**src/rtl/lsu_sequencer.sv**
```systemverilog
// lsu_sequencer: RV32I load/store sequencer issuing one or two word-aligned bus beats per request.
// Build option: define LSU_SPLIT_MISALIGNED_EN to execute word-crossing accesses as two beats.

module lsu_sequencer #(
  parameter int ADDR_WIDTH = 32
) (
  input  logic                  clock,
  input  logic                  rst_n,
  input  logic                  req_valid,
  output logic                  req_ready,
  input  logic [4:0]            req_op,
  input  logic [2:0]            req_f3,
  input  logic [ADDR_WIDTH-1:0] req_addr,
  input  logic [31:0]           req_wdata,
  input  logic [4:0]            req_rd,
  output logic                  bus_valid,
  input  logic                  bus_ready,
  output logic [ADDR_WIDTH-1:0] bus_addr,
  output logic                  bus_we,
  output logic [3:0]            bus_wmask,
  output logic [31:0]           bus_wdata,
  input  logic                  bus_rvalid,
  input  logic [31:0]           bus_rdata,
  output logic                  rsp_valid,
  output logic [4:0]            rsp_rd,
  output logic [31:0]           rsp_data,
  output logic                  rsp_err
);

  localparam logic [4:0] OP_LOAD  = 5'b00000;
  localparam logic [4:0] OP_STORE = 5'b01000;
  localparam logic [ADDR_WIDTH-1:0] WORD_STEP = ADDR_WIDTH'(4);

`ifdef LSU_SPLIT_MISALIGNED_EN
  localparam logic SPLIT_EN = 1'b1;
`else
  localparam logic SPLIT_EN = 1'b0;
`endif

  typedef enum logic [2:0] {
    S_IDLE  = 3'd0,
    S_REQ1  = 3'd1,
    S_WAIT1 = 3'd2,
    S_REQ2  = 3'd3,
    S_WAIT2 = 3'd4,
    S_RESP  = 3'd5
  } state_t;

  function automatic logic is_illegal(input logic [4:0] op, input logic [2:0] f3);
    logic bad;
    if (op == OP_LOAD) begin
      bad = (f3 == 3'd3) || (f3 == 3'd6) || (f3 == 3'd7);
    end else if (op == OP_STORE) begin
      bad = (f3 >= 3'd3);
    end else begin
      bad = 1'b1;
    end
    return bad;
  endfunction

  function automatic logic [3:0] size_mask(input logic [1:0] sz);
    logic [3:0] m;
    case (sz)
      2'd0:    m = 4'b0001;
      2'd1:    m = 4'b0011;
      2'd2:    m = 4'b1111;
      default: m = 4'b0000;
    endcase
    return m;
  endfunction

  function automatic logic [31:0] extend_load(input logic [2:0] f3, input logic [31:0] w);
    logic [31:0] r;
    case (f3)
      3'd0:    r = {{24{w[7]}}, w[7:0]};
      3'd1:    r = {{16{w[15]}}, w[15:0]};
      3'd2:    r = w;
      3'd4:    r = {24'h000000, w[7:0]};
      3'd5:    r = {16'h0000, w[15:0]};
      default: r = 32'h0000_0000;
    endcase
    return r;
  endfunction

  state_t                  state_r;
  state_t                  next_state_s;
  logic                    is_load_r;
  logic [2:0]              f3_r;
  logic [1:0]              off_r;
  logic [4:0]              rd_r;
  logic [7:0]              mask8_r;
  logic [63:0]             wdata64_r;
  logic [ADDR_WIDTH-1:0]   addr_r;
  logic                    split_r;
  logic [31:0]             rdata_lo_r;

  logic                    accept_s;
  logic                    illegal_s;
  logic                    split_req_s;
  logic                    is_store_req_s;
  logic [7:0]              mask8_s;
  logic [63:0]             wdata64_s;
  logic [ADDR_WIDTH-1:0]   base_addr_s;
  logic                    beat1_rx_s;
  logic [31:0]             lo_s;
  logic [31:0]             hi_s;
  logic [31:0]             load_word_s;

  logic                    req_ready_s;
  logic                    bus_valid_s;
  logic [ADDR_WIDTH-1:0]   bus_addr_s;
  logic                    bus_we_s;
  logic [3:0]              bus_wmask_s;
  logic [31:0]             bus_wdata_s;
  logic                    rsp_valid_s;
  logic [4:0]              rsp_rd_s;
  logic [31:0]             rsp_data_s;
  logic                    rsp_err_s;

  // Request decode and lane placement computed from the live request fields.
  always_comb begin
    accept_s       = (state_r == S_IDLE) && req_ready && req_valid;
    illegal_s      = is_illegal(req_op, req_f3);
    is_store_req_s = (req_op == OP_STORE);
    mask8_s        = {4'b0000, size_mask(req_f3[1:0])} << req_addr[1:0];
    wdata64_s      = {32'h0000_0000, req_wdata} << {req_addr[1:0], 3'b000};
    split_req_s    = |mask8_s[7:4];
    base_addr_s    = {req_addr[ADDR_WIDTH-1:2], 2'b00};
    beat1_rx_s     = is_load_r && bus_rvalid &&
                     (((state_r == S_REQ1) && bus_ready) || (state_r == S_WAIT1));
  end

  // Load data assembly: the beat arriving now is combined with any earlier captured beat.
  always_comb begin
    if ((state_r == S_REQ2) || (state_r == S_WAIT2)) begin
      lo_s = rdata_lo_r;
      hi_s = bus_rdata;
    end else begin
      lo_s = bus_rdata;
      hi_s = 32'h0000_0000;
    end
    load_word_s = 32'({hi_s, lo_s} >> {off_r, 3'b000});
  end

  // State register.
  always_ff @(posedge clock or negedge rst_n) begin
    if (!rst_n) begin
      state_r <= S_IDLE;
    end else begin
      state_r <= next_state_s;
    end
  end

  // Next-state logic.
  always_comb begin
    next_state_s = state_r;
    case (state_r)
      S_IDLE: begin
        if (accept_s) begin
          if (illegal_s || (split_req_s && !SPLIT_EN)) begin
            next_state_s = S_RESP;
          end else begin
            next_state_s = S_REQ1;
          end
        end else begin
          next_state_s = S_IDLE;
        end
      end
      S_REQ1: begin
        if (!bus_ready) begin
          next_state_s = S_REQ1;
        end else if (is_load_r && !bus_rvalid) begin
          next_state_s = S_WAIT1;
        end else begin
          next_state_s = split_r ? S_REQ2 : S_RESP;
        end
      end
      S_WAIT1: begin
        if (bus_rvalid) begin
          next_state_s = split_r ? S_REQ2 : S_RESP;
        end else begin
          next_state_s = S_WAIT1;
        end
      end
      S_REQ2: begin
        if (!bus_ready) begin
          next_state_s = S_REQ2;
        end else if (is_load_r && !bus_rvalid) begin
          next_state_s = S_WAIT2;
        end else begin
          next_state_s = S_RESP;
        end
      end
      S_WAIT2: begin
        if (bus_rvalid) begin
          next_state_s = S_RESP;
        end else begin
          next_state_s = S_WAIT2;
        end
      end
      S_RESP:  next_state_s = S_IDLE;
      default: next_state_s = S_IDLE;
    endcase
  end

  // Output logic: next values of the registered bus and response outputs.
  always_comb begin
    req_ready_s = (next_state_s == S_IDLE);
    bus_valid_s = 1'b0;
    bus_addr_s  = '0;
    bus_we_s    = 1'b0;
    bus_wmask_s = 4'h0;
    bus_wdata_s = 32'h0000_0000;
    rsp_valid_s = 1'b0;
    rsp_rd_s    = 5'd0;
    rsp_data_s  = 32'h0000_0000;
    rsp_err_s   = 1'b0;
    case (next_state_s)
      S_REQ1: begin
        if (state_r == S_IDLE) begin
          bus_valid_s = 1'b1;
          bus_addr_s  = base_addr_s;
          bus_we_s    = is_store_req_s;
          bus_wmask_s = mask8_s[3:0];
          bus_wdata_s = is_store_req_s ? wdata64_s[31:0] : 32'h0000_0000;
        end else begin
          bus_valid_s = bus_valid;
          bus_addr_s  = bus_addr;
          bus_we_s    = bus_we;
          bus_wmask_s = bus_wmask;
          bus_wdata_s = bus_wdata;
        end
      end
      S_REQ2: begin
        if (state_r == S_REQ2) begin
          bus_valid_s = bus_valid;
          bus_addr_s  = bus_addr;
          bus_we_s    = bus_we;
          bus_wmask_s = bus_wmask;
          bus_wdata_s = bus_wdata;
        end else begin
          bus_valid_s = 1'b1;
          bus_addr_s  = addr_r + WORD_STEP;
          bus_we_s    = !is_load_r;
          bus_wmask_s = mask8_r[7:4];
          bus_wdata_s = is_load_r ? 32'h0000_0000 : wdata64_r[63:32];
        end
      end
      S_RESP: begin
        rsp_valid_s = 1'b1;
        // Only a rejected request goes straight from IDLE to RESP.
        if (state_r == S_IDLE) begin
          rsp_err_s = 1'b1;
        end else if (is_load_r) begin
          rsp_rd_s   = rd_r;
          rsp_data_s = extend_load(f3_r, load_word_s);
        end else begin
          rsp_rd_s   = 5'd0;
        end
      end
      default: begin
        bus_valid_s = 1'b0;
      end
    endcase
  end

  // Registered outputs.
  always_ff @(posedge clock or negedge rst_n) begin
    if (!rst_n) begin
      req_ready <= 1'b0;
      bus_valid <= 1'b0;
      bus_addr  <= '0;
      bus_we    <= 1'b0;
      bus_wmask <= 4'h0;
      bus_wdata <= 32'h0000_0000;
      rsp_valid <= 1'b0;
      rsp_rd    <= 5'd0;
      rsp_data  <= 32'h0000_0000;
      rsp_err   <= 1'b0;
    end else begin
      req_ready <= req_ready_s;
      bus_valid <= bus_valid_s;
      bus_addr  <= bus_addr_s;
      bus_we    <= bus_we_s;
      bus_wmask <= bus_wmask_s;
      bus_wdata <= bus_wdata_s;
      rsp_valid <= rsp_valid_s;
      rsp_rd    <= rsp_rd_s;
      rsp_data  <= rsp_data_s;
      rsp_err   <= rsp_err_s;
    end
  end

  // Request capture at acceptance.
  always_ff @(posedge clock or negedge rst_n) begin
    if (!rst_n) begin
      is_load_r <= 1'b0;
      f3_r      <= 3'd0;
      off_r     <= 2'd0;
      rd_r      <= 5'd0;
      mask8_r   <= 8'h00;
      wdata64_r <= 64'h0;
      addr_r    <= '0;
      split_r   <= 1'b0;
    end else if (accept_s) begin
      is_load_r <= (req_op == OP_LOAD);
      f3_r      <= req_f3;
      off_r     <= req_addr[1:0];
      rd_r      <= req_rd;
      mask8_r   <= mask8_s;
      wdata64_r <= wdata64_s;
      addr_r    <= base_addr_s;
      split_r   <= split_req_s && SPLIT_EN;
    end else begin
      split_r   <= split_r;
    end
  end

  // First-beat read data held for two-beat load assembly.
  always_ff @(posedge clock or negedge rst_n) begin
    if (!rst_n) begin
      rdata_lo_r <= 32'h0000_0000;
    end else if (beat1_rx_s) begin
      rdata_lo_r <= bus_rdata;
    end else begin
      rdata_lo_r <= rdata_lo_r;
    end
  end

endmodule
```
**config.mk**
```make
export PLATFORM = sky130hd
export DESIGN_NAME = lsu_sequencer
export DESIGN_NICKNAME = d
export VERILOG_FILES = /design/src/rtl/lsu_sequencer.sv
export SDC_FILE = /design/constraint.sdc
export NUM_CORES = 1
export LEC_CHECK = 0
export BUFFER_PORTS_ARGS = -buffer_cell sky130_fd_sc_hd__buf_2
export CAP_MARGIN = 25
export CORE_MARGIN = 2
export CORE_UTILIZATION = 57
export DETAILED_ROUTE_END_ITERATION = 8
export GPL_TIMING_DRIVEN = 0
export PLACE_DENSITY = 0.95
export SLEW_MARGIN = 20
export SYNTH_ARGS = -nofsm -noshare
export SYNTH_HDL_FRONTEND = slang
export SYNTH_SLANG_ARGS = --single-unit
```
**constraint.sdc**
```tcl
create_clock -name clock -period 5.7 [get_ports clock]
set_input_delay 1.14 -clock clock [delete_from_list [all_inputs] [get_ports clock]]
set_output_delay 1.14 -clock clock [all_outputs]
set_load 0.005 [all_outputs]
```
==> results_tabular.tex, run 1 <==
\begin{tabular}{lr}
\hline
Metric & Value \\
\hline
\multicolumn{2}{l}{\textbf{Clocking}} \\
\quad Maximum level of the CTS H-tree & 4 \\
\quad Root cell of the clock tree & clkbuf\_16 \\
\quad Quantity of gates resized following cts & 0 \\
\quad Hold-fix buffer count after cts & 0 \\
\quad Reg clk slew, reported paths & 0.06 ns \\
\quad Clock Latency Late Sink & about 0.44 ns \\
\quad Cts bufs inserted & 17 \\
\quad CTS tree & yes \\
\quad Number of post-CTS setup repair buffers & 0 \\
\quad Buffers from clock root to sink, at most & 2 \\
\quad Number of sinks on the clock net & 170 \\
\multicolumn{2}{l}{\textbf{Layout}} \\
\quad Fill count & 1095 \\
\quad Number of antenna cells inserted & 0 \\
\quad Synth-to-layout area growth & 23.15\% \\
\quad Post-layout util & 0.7107 \\
\quad Final Net Count & 1215 \\
\quad Leading cell type in the layout, fill and taps excluded & buf\_2 \\
\quad Share of layout cells above drive strength 1 & 0.2937 \\
\quad Highest-count cells in the layout ignoring fill and taps & 226 x buf\_2, 170 x dfrtp\_1, 90 x nand2\_1 \\
\multicolumn{2}{l}{\textbf{Global route}} \\
\quad Global-route wire length before repair & 40.77 mm \\
\quad All-Layer GR Usage & 0.3243 \\
\quad Via count of the first global-routing pass & 7780 \\
\quad Antenna violations before repair & 0 \\
\quad Pin count of the biggest net entering global routing & 104 \\
\quad Leftover overflow at the end of global routing & 0 \\
\multicolumn{2}{l}{\textbf{Critical path}} \\
\quad Critical register-to-register path startpoint & state\_r[1] \\
\quad Critical path class & in -> reg \\
\quad Worst R2R Path Depth & 11 \\
\quad Required time at the worst-slack endpoint & 5.98 ns \\
\quad Type of origin of the critical path & input port \\
\quad Nature of the critical path endpoint & flop \\
\quad Critical path launch point & req\_op[1] \\
\quad Maximum fanout along the worst path & 10 \\
\quad Worst endpoint data arrival time & 3.49 ns \\
\quad R2R setup slack & 2.79 ns \\
\quad Worst R2R End & rsp\_data[26] \\
\multicolumn{2}{l}{\textbf{Floorplanning}} \\
\quad IO Pins & 224 \\
\quad Area of the core & 0.01503 mm² \\
\quad Width of the die & 127.4 µm \\
\quad Count of standard-cell rows & 45 \\
\quad Die area & roughly 0.016 mm² \\
\quad Starting utilization of the core area & 0.5771 \\
\quad Vertical extent of the die & $\sim$130 µm \\
\multicolumn{2}{l}{\textbf{Min path}} \\
\quad Classification of the worst-slack hold path & reg -> reg \\
\quad Launch instance of the worst min-delay path & wdata64\_r[45] \\
\quad Instance count along the most critical hold path & 2 \\
\quad End of the worst hold path & wdata64\_r[45] \\
\multicolumn{2}{l}{\textbf{Timing}} \\
\quad Rel. slew slack & 0.4595 \\
\quad Slew at the pin closest to its max-slew limit & 0.8107 ns \\
\quad Number of failing setup endpoints in the final timing report & 0 \\
\quad Slew Viols, Final & 0 \\
\quad Final worst-path cycle share & 0.5622 \\
\quad Fin Setup TNS & 0 ns \\
\quad Clock period minus final worst setup slack & between 3 and 4 ns \\
\quad Worst hold slack after final layout & 0.4617 ns \\
\quad Worst clock skew on the final layout & 0.01154 ns \\
\quad Setup repair after global routing missed its margin & no \\
\quad Final-report hold violation count & 0 \\
\quad Max Clock Freq & 312.1 MHz \\
\quad Final setup slack of the worst path & 2.496 ns \\
\multicolumn{2}{l}{\textbf{Routing}} \\
\quad DRC violations left & 0 \\
\quad Detailed router's first-iteration violation count & 926 \\
\quad Routed via count divided by cell count & 6.168 \\
\quad First-pass DRT Iterations & 7 \\
\quad Average wire per cell in the routed design & 20.12 µm \\
\quad Final wirelength & approximately 26 mm \\
\quad Number of vias in the routed layout & 8006 \\
\quad Final ANT Viol Nets & 0 \\
\multicolumn{2}{l}{\textbf{Yosys}} \\
\quad YS warnings & 0 \\
\quad Unique cell type count in the Yosys netlist & 60 \\
\quad Number of storage elements in the synthesis netlist & 170 \\
\quad Most area-hungry cell type in the Yosys netlist & dfrtp\_1 \\
\quad Share of the yosys chip area belonging to registers & 0.4903 \\
\quad Most common flop cell mapped by yosys & dfrtp\_1 \\
\quad Fraction of synthesis flops using an asynchronous set or reset pin & 1.000 \\
\quad Share of Yosys cell area claimed by the top area cell type & 0.4903 \\
\quad Synth Instances & around 860 \\
\quad Average cell area after synthesis & 10.14 µm² \\
\quad Top post-synthesis cells by area & dfrtp\_1 49\%, mux2i\_1 8.7\%, mux2\_2 5.3\% \\
\quad Number of enable flip-flop cells after synthesis & 0 \\
\quad Post-Syn Area & a little under 0.009 mm² \\
\multicolumn{2}{l}{\textbf{Placement}} \\
\quad Setup slack after placement & 2.131 ns \\
\quad RePlAce Congestion & 0.9458 \\
\quad Sum of net half-perimeters after detailed placement & 18.92 mm \\
\quad PortBufs & 220 \\
\multicolumn{2}{l}{\textbf{Pwr}} \\
\quad Worst-case vdd ir drop & 0.2588 mV \\
\quad Power share of the combinational group & 0.352 \\
\quad Switching Share & 0.3611 \\
\quad Total power per unit cell area & 395.0 mW/mm² \\
\quad Static leakage & 5.316 nW \\
\quad Share of power burned in the clock network & 0.293 \\
\quad Switching power & 1.524 mW \\
\quad Reg power frac & 0.355 \\
\quad Internal Power & 2.696 mW \\
\multicolumn{2}{l}{\textbf{Outcome}} \\
\quad Outcome & completed \\
\multicolumn{2}{l}{\textbf{Job}} \\
\quad Count of maximum capacitance violations & 0 \\
\hline
\end{tabular}
[sequential cells by signal (all words and copies together), names as in the netlist]
register    count
bus_we          1
rsp_data       32
state_r         3
bus_wmask       4
rdata_lo_r     32
rsp_rd          5
rsp_valid       1
rsp_err         1
off_r           2
bus_valid       1
bus_addr       30
wdata64_r      16
f3_r            3
is_load_r       1
bus_wdata      32
req_ready       1
rd_r            5
[area by class of cell]
type                            count  area, µm²  area share
Buffer                             77      342.8     0.03209
Clock buffer                       19      432.9     0.04052
Clock inverter                     13      191.4     0.01792
Inverter                           15      56.30    0.005270
Multi-Input combinational cell    595       4033      0.3774
Sequential cell                   170       4254      0.3982
Tap cell                          188      235.2     0.02202
Timing Repair Buffer              221       1139      0.1066
[metal layers]
metal	vias up	routed length [µm]	GRT usage
met5	-	0	0
met2	527	12650	0.5366
li1	3553	-	-
met1	3822	9979	0.4035
met3	104	2342	0.07831
met4	0	1145	0.1538
[through the flow]
step | power, mW | instance area [µm²] | std cells
after CTS | 4.184 | 10680 | 1298
after floorplan | 2.505 | 8680 | 857
final | 4.220 | 10680 | 1298
after global placement | 2.881 | 10020 | 1265
after global routing | 4.410 | 10680 | 1298
after detailed placement | 2.937 | 10050 | 1266
[power by group through the flow]
stage                     registers, mW  clock network (mW)  logic, mW
after floorplan                    1.48                   0       1.02
after global placement             1.50                   0       1.38
after detailed placement           1.51                   0       1.42
after CTS                          1.49                1.24       1.45
after global routing               1.52                1.30       1.60
final                              1.50                1.24       1.49
[cells by family after synthesis]
family / share of synthesized area
other: 0.0004322
DFF: 0.4903
and+or+nand+nor: 0.1367
adders and majority gates: 0.005769
muxes: 0.1605
buffers and inverters: 0.04600
AOI/OAI and AO/OA: 0.1602
[cells in the mapped netlist (9+ instances only)]
cell type	count
a21oi_1	75
a22o_1	30
a22oi_1	16
a2bb2oi_1	9
a31oi_1	9
clkbuf_1	54
dfrtp_1	170
inv_1	14
mux2_2	41
mux2i_1	75
nand2_1	90
nand3_1	32
nor2_1	53
nor3_1	13
o21ai_0	56
[worst max-delay path by stage]
stage	end	slack, ns	cells past startpoint
4_1_cts	rsp_data[5]	2.58	11
2_1_floorplan	bus_wdata[1]	2.63	9
3_5_place_dp	rsp_data[5]	2.13	11
6_report	rsp_data[5]	2.50	11
5_1_grt	rsp_data[0]	2.41	11
3_3_place_gp	bus_wdata[23]	0.99	1
[worst max-delay path, stage by stage]
cell      delay, ns
buf_2          0.10
or4_4          0.56
buf_6          0.16
nor3_2         0.11
o32a_1         0.17
and3_1         0.22
inv_2          0.05
buf_6          0.14
nand3_1        0.21
clkbuf_1       0.48
nor2_1         0.15
Power figures use the tool's default switching activity.
==> inputs of run 2 (changes only) <==
--- a/config.mk
+++ b/config.mk
@@ -8,10 +8,10 @@
 export BUFFER_PORTS_ARGS = -buffer_cell sky130_fd_sc_hd__buf_2
 export CAP_MARGIN = 25
 export CORE_MARGIN = 2
-export CORE_UTILIZATION = 57
+export CORE_UTILIZATION = 48
 export DETAILED_ROUTE_END_ITERATION = 8
 export GPL_TIMING_DRIVEN = 0
-export PLACE_DENSITY = 0.95
+export PLACE_DENSITY = 0.87
 export SLEW_MARGIN = 20
 export SYNTH_ARGS = -nofsm -noshare
 export SYNTH_HDL_FRONTEND = slang
==> constraint.sdc (replaced) <==
create_clock -name clock -period 2.7 [get_ports clock]
set_input_delay 0.54 -clock clock [delete_from_list [all_inputs] [get_ports clock]]
set_output_delay 0.54 -clock clock [all_outputs]
set_load 0.005 [all_outputs]
==> results_tabular.tex, run 2 (synthesis gave the netlist of run 1 again) <==
\begin{tabular}{lr}
\hline
Metric & Value \\
\hline
\multicolumn{2}{l}{\textbf{Clocking}} \\
\quad Number of sinks on the clock net & 170 \\
\quad Clock Latency Late Sink & approximately 0.42 ns \\
\quad Reg clk slew, reported paths & $\sim$0.070 ns \\
\quad Maximum level of the CTS H-tree & 4 \\
\quad Root cell of the clock tree & clkbuf\_16 \\
\quad Buffers from clock root to sink, at most & 2 \\
\quad CTS tree & yes \\
\quad Cts bufs inserted & 17 \\
\multicolumn{2}{l}{\textbf{Floorplanning}} \\
\quad Area of the core & 0.01784 mm² \\
\quad Width of the die & 138.4 µm \\
\quad Die area & 0.01917 mm² \\
\quad Count of standard-cell rows & just under 50 \\
\quad IO Pins & 224 \\
\quad Vertical extent of the die & 138.4 µm \\
\quad Starting utilization of the core area & 0.4863 \\
\multicolumn{2}{l}{\textbf{Layout}} \\
\quad Share of layout cells above drive strength 1 & 0.3124 \\
\quad Fill count & 1434 \\
\quad Top Registers & bus\_wdata (32), rdata\_lo\_r (32), rsp\_data (32) \\
\quad Count of non-filler cells in the finished layout & between 1000 and 1500 \\
\quad Final std cell area, no fill & 0.01087 mm² \\
\quad Highest-count cells in the layout ignoring fill and taps & 227 x buf\_2, 170 x dfrtp\_1, 90 x nand2\_1 \\
\quad Leading cell type in the layout, fill and taps excluded & buf\_2 \\
\quad Final Net Count & 1219 \\
\quad Area of combinational cells with multiple inputs & 0.004103 mm² \\
\quad Synth-to-layout area growth & 25.25\% \\
\quad Total area of sequential cells & 0.004254 mm² \\
\quad Post-layout util & 0.6091 \\
\multicolumn{2}{l}{\textbf{Routing}} \\
\quad DRC violations left & 0 \\
\quad Final wirelength & 26.46 mm \\
\quad Final ANT Viol Nets & 0 \\
\quad Routed via count divided by cell count & 5.978 \\
\quad Number of vias in the routed layout & 8034 \\
\quad Detailed router's first-iteration violation count & roughly 860 \\
\quad Average wire per cell in the routed design & 19.69 µm \\
\quad First-pass DRT Iterations & 5 \\
\multicolumn{2}{l}{\textbf{Min path}} \\
\quad End of the worst hold path & rd\_r[3] \\
\quad Instance count along the most critical hold path & 3 \\
\quad Launch instance of the worst min-delay path & req\_rd[3] \\
\quad Classification of the worst-slack hold path & in -> reg \\
\multicolumn{2}{l}{\textbf{Critical path}} \\
\quad Critical path class & reg -> reg \\
\quad Worst R2R End & rsp\_data[13] \\
\quad Maximum fanout along the worst path & 10 \\
\quad Critical register-to-register path startpoint & state\_r[1] \\
\quad Nature of the critical path endpoint & flop \\
\quad Required time at the worst-slack endpoint & about 3 ns \\
\quad Type of origin of the critical path & flop \\
\quad R2R setup slack & 0.02 ns \\
\quad Worst R2R Path Depth & 9 \\
\quad Worst endpoint data arrival time & 2.98 ns \\
\multicolumn{2}{l}{\textbf{Global route}} \\
\quad Global-route wire length before repair & 41.07 mm \\
\quad Via count of the first global-routing pass & 7744 \\
\quad Leftover overflow at the end of global routing & 0 \\
\quad Antenna violations before repair & 1 \\
\quad All-Layer GR Usage & 0.2672 \\
\quad Pin count of the biggest net entering global routing & 68 \\
\multicolumn{2}{l}{\textbf{Timing}} \\
\quad Setup repair after global routing missed its margin & yes \\
\quad Slew at the pin closest to its max-slew limit & 0.8077 ns \\
\quad Final setup slack of the worst path & about 0.016 ns \\
\quad Max Clock Freq & 372.6 MHz \\
\quad Final worst-path cycle share & 0.9940 \\
\quad Worst clock skew on the final layout & 0.009534 ns \\
\quad Slew Viols, Final & 0 \\
\quad Number of failing setup endpoints in the final timing report & 0 \\
\quad Final-report hold violation count & 0 \\
\quad Worst hold slack after final layout & about 0.31 ns \\
\quad Clock period minus final worst setup slack & roughly 2.7 ns \\
\quad Rel. slew slack & 0.4615 \\
\quad Fin Setup TNS & 0 ns \\
\multicolumn{2}{l}{\textbf{Placement}} \\
\quad Area after DPL & 0.01014 mm² \\
\quad Sum of net half-perimeters after detailed placement & between 15 and 20 mm \\
\quad PortBufs & 220 \\
\quad Placed insts & 1309 \\
\quad RePlAce Congestion & 0.9789 \\
\quad Setup slack after placement & -0.2669 ns \\
\multicolumn{2}{l}{\textbf{Pwr}} \\
\quad Share of power burned in the clock network & 0.280 \\
\quad Worst-case vdd ir drop & 0.6098 mV \\
\quad Total power per unit cell area & 821.0 mW/mm² \\
\quad Reg power frac & 0.355 \\
\quad Total chip power & 8.922 mW \\
\quad Power share of the combinational group & 0.365 \\
\quad Static leakage & 5.361 nW \\
\quad Internal Power & 5.642 mW \\
\quad Switching power & between 3 and 4 mW \\
\quad Switching Share & 0.3677 \\
\multicolumn{2}{l}{\textbf{Job}} \\
\quad Count of maximum capacitance violations & 0 \\
\multicolumn{2}{l}{\textbf{Outcome}} \\
\quad Outcome & completed \\
\hline
\end{tabular}
-- run 2: changes by cell type in the layout (fill, tap and decap cells not counted), sizes merged --
cell	delta
buf	+4
bufinv	-2
clkinv	+2
clkinvlp	+1
diode	+1
dlygate4sd3	+1
inv	-2
-- run 2: worst max-delay path, stage by stage (launching register included) --
cell	delay [ns]
dfrtp_1	0.39
buf_2	0.18
or3b_2	0.47
clkbuf_1	0.20
nand2_2	0.13
buf_4	0.27
mux2i_2	0.37
o21ai_0	0.16
a22oi_1	0.27
a21oi_1	0.10
-- run 2: final cells by class --
class / instances / share of cell area
Timing Repair Buffer: 226 / 0.1101
Buffer: 76 / 0.03339
Inverter: 15 / 0.005181
Sequential cell: 170 / 0.3915
Antenna cell: 1 / 0.0002303
Tap cell: 229 / 0.02637
Clock buffer: 20 / 0.04295
Multi-Input combinational cell: 595 / 0.3775
Clock inverter: 12 / 0.01278
-- run 2: how the worst max path moves through the flow --
stage                from       endpoint
6_report       state_r[1]   rsp_data[13]
4_1_cts        state_r[1]   rsp_data[25]
2_1_floorplan   req_op[1]   bus_wdata[1]
5_1_grt        state_r[1]   rsp_data[13]
3_5_place_dp    req_op[1]    rsp_data[1]
3_3_place_gp        rst_n  bus_wdata[24]
-- run 2: metal layers --
layer  routed length, µm  up-vias  GRT usage
li1                    -     3568          -
met1               10760     3905     0.3500
met2               12500      469     0.4351
met3                2155       92    0.05334
met4                1044        0     0.1155
met5                   0        -          0
-- run 2: timing repair --
item,4_1_cts,5_1_grt
cloned,0,0
buffers inserted,0,2
endpoints found under the setup margin,29,60
resized for setup,6,27
endpoints found under the hold margin,9,0
hold buffers,1,0
pin swaps,1,4
-- run 2: power groups by stage --
stage | clock network, mW | registers, mW | logic, mW
after floorplan | 0 | 3.13 | 2.15
after global placement | 0 | 3.17 | 2.95
after detailed placement | 0 | 3.19 | 3.04
after CTS | 2.53 | 3.15 | 3.08
after global routing | 2.63 | 3.21 | 3.46
final | 2.50 | 3.17 | 3.25
